File: config.mk
export PLATFORM = sky130hd
export DESIGN_NAME = ram_dp_sync_clr
export DESIGN_NICKNAME = d
export VERILOG_FILES = /design/src/rtl/ram_pkg.sv /design/src/rtl/ram_clear_seq.sv /design/src/rtl/ram_dp_sync_clr.sv
export SDC_FILE = /design/constraint.sdc
export NUM_CORES = 1
export LEC_CHECK = 0
export CORE_ASPECT_RATIO = 0.9
export CORE_MARGIN = 2
export CORE_UTILIZATION = 50
export CTS_CLUSTER_SIZE = 16
export DETAILED_ROUTE_END_ITERATION = 12
export PLACE_DENSITY = 0.72
export SKIP_CTS_REPAIR_TIMING = 1
export SYNTH_ARGS = -nofsm -noshare
export SYNTH_HDL_FRONTEND = slang
export SYNTH_SLANG_ARGS = --single-unit
File: constraint.sdc
create_clock -name clk -period 1.6 [get_ports clk]
set_input_delay 0.24 -clock clk [delete_from_list [all_inputs] [get_ports clk]]
set_output_delay 0.24 -clock clk [all_outputs]
set_load 0.01 [all_outputs]
File: src/rtl/ram_pkg.sv
// Shared types and constants for the synchronous-clear dual-port RAM.
// Imported by the clear sequencer and the RAM top level.
package ram_pkg;

    typedef enum logic [0:0] {
        ST_CLEAR,
        ST_READY
    } state_e;

    localparam int unsigned RDW_OLD = 0;
    localparam int unsigned RDW_NEW = 1;

endpackage

File: src/rtl/ram_clear_seq.sv
// Post-reset clear sequencer: sweeps every address once, then parks in ST_READY until the next
// reset.
module ram_clear_seq
    import ram_pkg::*;
#(
    parameter int unsigned DEPTH      = 16,
    parameter int unsigned ADDR_WIDTH = $clog2(DEPTH)
) (
    input  logic                  clk,
    input  logic                  rst,
    output logic                  init_busy,
    output logic                  clr_we,
    output logic [ADDR_WIDTH-1:0] clr_addr
);

    localparam logic [ADDR_WIDTH-1:0] LAST_ADDR = ADDR_WIDTH'(DEPTH - 1);

    state_e                state_q, state_d;
    logic [ADDR_WIDTH-1:0] cnt_q, cnt_d;

    always_ff @(posedge clk or posedge rst) begin
        if (rst) begin
            state_q <= ST_CLEAR;
            cnt_q   <= '0;
        end else begin
            state_q <= state_d;
            cnt_q   <= cnt_d;
        end
    end

    always_comb begin
        state_d = state_q;
        cnt_d   = cnt_q;
        case (state_q)
            ST_CLEAR: begin
                if (cnt_q == LAST_ADDR) begin
                    state_d = ST_READY;
                    cnt_d   = '0;
                end else begin
                    cnt_d = cnt_q + 1'b1;
                end
            end
            ST_READY: ;
            default:  state_d = ST_CLEAR;
        endcase
    end

    always_comb begin
        init_busy = (state_q == ST_CLEAR);
        clr_we    = (state_q == ST_CLEAR);
        clr_addr  = cnt_q;
    end

endmodule

File: src/rtl/ram_dp_sync_clr.sv
// Simple dual-port synchronous RAM with a post-reset clear sweep, registered read with a valid
// strobe and selectable read-during-write behaviour.
module ram_dp_sync_clr
    import ram_pkg::*;
#(
    parameter int unsigned           DATA_WIDTH  = 4,
    parameter int unsigned           DEPTH       = 16,
    parameter int unsigned           ADDR_WIDTH  = $clog2(DEPTH),
    parameter int unsigned           RDW_MODE    = 0,
    parameter logic [DATA_WIDTH-1:0] CLEAR_VALUE = '0
) (
    input  logic                  clk,
    input  logic                  rst,
    output logic                  init_busy,
    input  logic                  wr_en,
    input  logic [ADDR_WIDTH-1:0] wr_addr,
    input  logic [DATA_WIDTH-1:0] wr_data,
    input  logic                  rd_en,
    input  logic [ADDR_WIDTH-1:0] rd_addr,
    output logic [DATA_WIDTH-1:0] rd_data,
    output logic                  rd_valid
);

    localparam logic [ADDR_WIDTH:0] DEPTH_EXT = (ADDR_WIDTH + 1)'(DEPTH);

    logic [DATA_WIDTH-1:0] mem [DEPTH];

    logic                  clr_we;
    logic [ADDR_WIDTH-1:0] clr_addr;
    logic                  wr_in_range, rd_in_range;
    logic                  user_we, user_re;
    logic                  mem_we;
    logic [ADDR_WIDTH-1:0] mem_waddr;
    logic [DATA_WIDTH-1:0] mem_wdata;
    logic [DATA_WIDTH-1:0] rd_word;
    logic [DATA_WIDTH-1:0] rd_data_q;
    logic                  rd_valid_q;

    ram_clear_seq #(
        .DEPTH      (DEPTH),
        .ADDR_WIDTH (ADDR_WIDTH)
    ) u_clear_seq (
        .clk       (clk),
        .rst       (rst),
        .init_busy (init_busy),
        .clr_we    (clr_we),
        .clr_addr  (clr_addr)
    );

    // Only non-power-of-two depths can see addresses past the end of the array.
    assign wr_in_range = ({1'b0, wr_addr} < DEPTH_EXT);
    assign rd_in_range = ({1'b0, rd_addr} < DEPTH_EXT);
    assign user_we     = !init_busy && wr_en && wr_in_range;
    assign user_re     = !init_busy && rd_en;

    always_comb begin
        mem_we    = clr_we | user_we;
        mem_waddr = init_busy ? clr_addr : wr_addr;
        mem_wdata = init_busy ? CLEAR_VALUE : wr_data;
    end

    always_ff @(posedge clk) begin
        if (mem_we) begin
            mem[mem_waddr] <= mem_wdata;
        end
    end

    always_comb begin
        rd_word = CLEAR_VALUE;
        if (rd_in_range) begin
            if ((RDW_MODE == RDW_NEW) && user_we && (wr_addr == rd_addr)) begin
                rd_word = wr_data;
            end else begin
                rd_word = mem[rd_addr];
            end
        end
    end

    always_ff @(posedge clk or posedge rst) begin
        if (rst) begin
            rd_data_q  <= '0;
            rd_valid_q <= 1'b0;
        end else begin
            rd_valid_q <= user_re;
            if (user_re) begin
                rd_data_q <= rd_word;
            end
        end
    end

    assign rd_data  = rd_data_q;
    assign rd_valid = rd_valid_q;

endmodule
==> impl_metrics.ini <==
[sta]
final.min_clock_period_ps = 1560
setup_viol_count_final = 0
finalWorstSetupSlack_ps = 43.9
tightestPinTransition_ps = 663
final.setup_skew_ps = 11.9
slew_headroom = 0.558
clock.fmax_mhz = 643
maxSlewViolCount = 0
timing_hold_violations_final = 0
final.period_utilization = 0.973

[synthesis]
syn_area_cell_sq_um = 16.3
synth-seq-area-share = 0.700
synth_top_area_share = 0.620
netlist_top_cells_area = edfxtp_1 (62%), dfrtp_1 (8.1%), mux4_1 (5.9%)
yosys.area.top_type = edfxtp_1
yosys.cell_types.count = 34
synth_cells = 190
synth_fp_nets = 207
ys_ff_latch = 74
yosys_warnings = 0
netlist_area_sq_um = 3100

[hold_path]
hold_class = primary input to asynchronous set/reset pin

[critical_path]
critical_path.most_common_cell = buf_4
critical_path_class = primary input to register
cp_cell_sequence = clkdlybuf4s50_1, nand3_1, nor2_2, a31oi_4, buf_4, nor2_1, buf_4
critPathMaxStageDelay_ps = 600
cp-start-kind = primary input
critPathArrivalTime_ps = 1610
crit_path_max_fanout = 4
cp.buffers_inverters = 3
path_delay_family = buffers and inverters
worst_ep_required_time_ps = 1660
critical-path-slowest-cell = clkdlybuf4s50_1
endpoint_kind = register

[global_route]
global_route_wire_length_before_repair_um = 9610
grt_pass1_vias = 1824
grt_max_degree = 18
number_of_antenna_violations_at_the_first_check_in_global_routing = 0
grt.overflow.total = 0
groute.usage.overall = 0.202

[pwr]
power_leakage_nw = 1.41
vdd_ir_drop_max_v = 0.000621
p_per_area_nw_per_um2 = 972
totalPowerFinal_mw = 3.81

[floorplan]
std_cell_rows = 27
dieHeight_um = 78.7
floorplan.initialDensity = 0.513
dieArea_sq_um = 6850
io_pins = 22
core_area_sq_um = 6050
die_w_um = 87.0

[detailed_routing]
antenna_violating_nets_post_route = 0
drc_errors = 0
drt-pass1-iter-count = 4
route.final.wire_length_um = 6410
routed_via_density = 5.75
drt_first_iter_violations = 121
post_drt_wl_per_cell_um = 20.1
num_vias = 1833

[cells_and_area]
layout-drive-gt1-share = 0.324
fillers = 427
mostFrequentLayoutCell = edfxtp_1
num_antenna_cells = 0
post-route-util = 0.649
final_design_area_no_fill_sq_um = 3920
final-instance-count-excl-fill = 319
num-nets-final = 259
area.growth.synth_to_final_pct = 26.5
layout.cells.most_common_list = edfxtp_1 (64), buf_4 (24), clkdlybuf4s50_1 (19)

[clocking]
cts_inserted_buffers = 9
cts_tree = done
clock-root-buffer = clkbuf_8
largest_buffer_count_on_any_clock_path = 2
clock_latency_ps = 350
clock_sinks = 74
clkSlewWorstSetupHoldPaths_ps = 80
cts.htree.levels = 3

[placement]
count_of_input_and_output_buffers = 21
dp_cells = 300
place.gp.congestion = 0.814
place_worst_setup_slack_ps = -427
detailed_place.area_sq_um = 3560
dp.final_hpwl_um = 4390

[status]
outcome = finished, final reports clean

[job]
max-cap-violations = 0
[power breakdown]
group	internal [mW]	total (mW)	switching [mW]	leakage, nW
logic	0.163	0.321	0.158	0.620
registers	2.12	2.13	0.0105	0.698
clock network	0.715	1.36	0.648	0.0893
[metrics by stage]
step	hold slack [ps]	setup TNS [ps]
detailed placement	537	-12190
global placement	515	-10730
finish	191	0
CTS	196	-1460
global route	210	-13.0
floorplan	80.2	-646
[registers in the layout, indices dropped and copies added, names as in the netlist]
register	flops
mem	64
rd_data	4
rd_valid	1
u_clear_seq.clr_addr	4
u_clear_seq.state_q	1
[cell families after synthesis]
kind of cell	Yosys count	share of synthesized area
flip-flops	74	0.700
AND/OR/NAND/NOR	56	0.0823
multiplexers	25	0.140
AO/OA/AOI/OAI	21	0.0456
buffers and inverters	12	0.0254
XOR/XNOR	1	0.00282
adder cells (fa/ha/maj)	1	0.00403
[cell type report]
class | instances | area [sq um] | share of cell area
clock inverters | 5 | 55.1 | 0.0140
clock buffers | 11 | 131 | 0.0335
well taps | 72 | 90.1 | 0.0230
inverters | 3 | 11.3 | 0.00287
repair buffers | 50 | 483 | 0.123
flip-flops and latches | 74 | 2170 | 0.554
multi-input cells | 104 | 980 | 0.250
[cell usage after synthesis, drive strengths merged]
master  number
clkbuf       2
mux4        12
nand2b       2
o21a         1
a21oi        3
mux2i        8
a31oi        6
edfxtp      64
and2         5
a32oi        2
nand3        4
nor2b        2
nand4b       2
o22ai        2
or2          2
o32a         1
o221ai       1
o21ai        3
nor2        28
o31ai        1
ha           1
nor3         2
clkinv       1
mux2         5
inv          2
a311o        1
buf          7
nand2        9
xnor2        1
dfrtp       10
[metal layers]
metal,part of all wire,global-route usage,vias to the layer above
li1,-,-,845
met1,0.45,0.270,945
met2,0.50,0.313,37
met3,0.045,0.0759,6
met4,0.010,0.0563,0
met5,0,0,-
[worst register-to-register path, stage by stage (launching register included)]
cell	delay (ps)
dfrtp_1	400
buf_6	170
nand2b_4	160
nor2_2	160
a31oi_4	70
nor2_2	160
buf_4	130
[path summary, 6_finish.rpt]
| path | start | cells past startpoint | slack, ps | end |
|---|---|---|---|---|
| min in group clk | rd_data[2] | 1 | 550 | rd_data[2] |
| max reg2reg | u_clear_seq.state_q | 6 | 60 | mem[5][0] |
| min | rst | 2 | 190 | u_clear_seq.clr_addr[2] |
| max in group asynchronous | rst | 2 | 1070 | u_clear_seq.clr_addr[0] |
| max | wr_addr[2] | 7 | 40 | mem[14][0] |
| min reg2reg | rd_data[2] | 1 | 550 | rd_data[2] |
No activity file was read; power rests on OpenSTA's default activity.
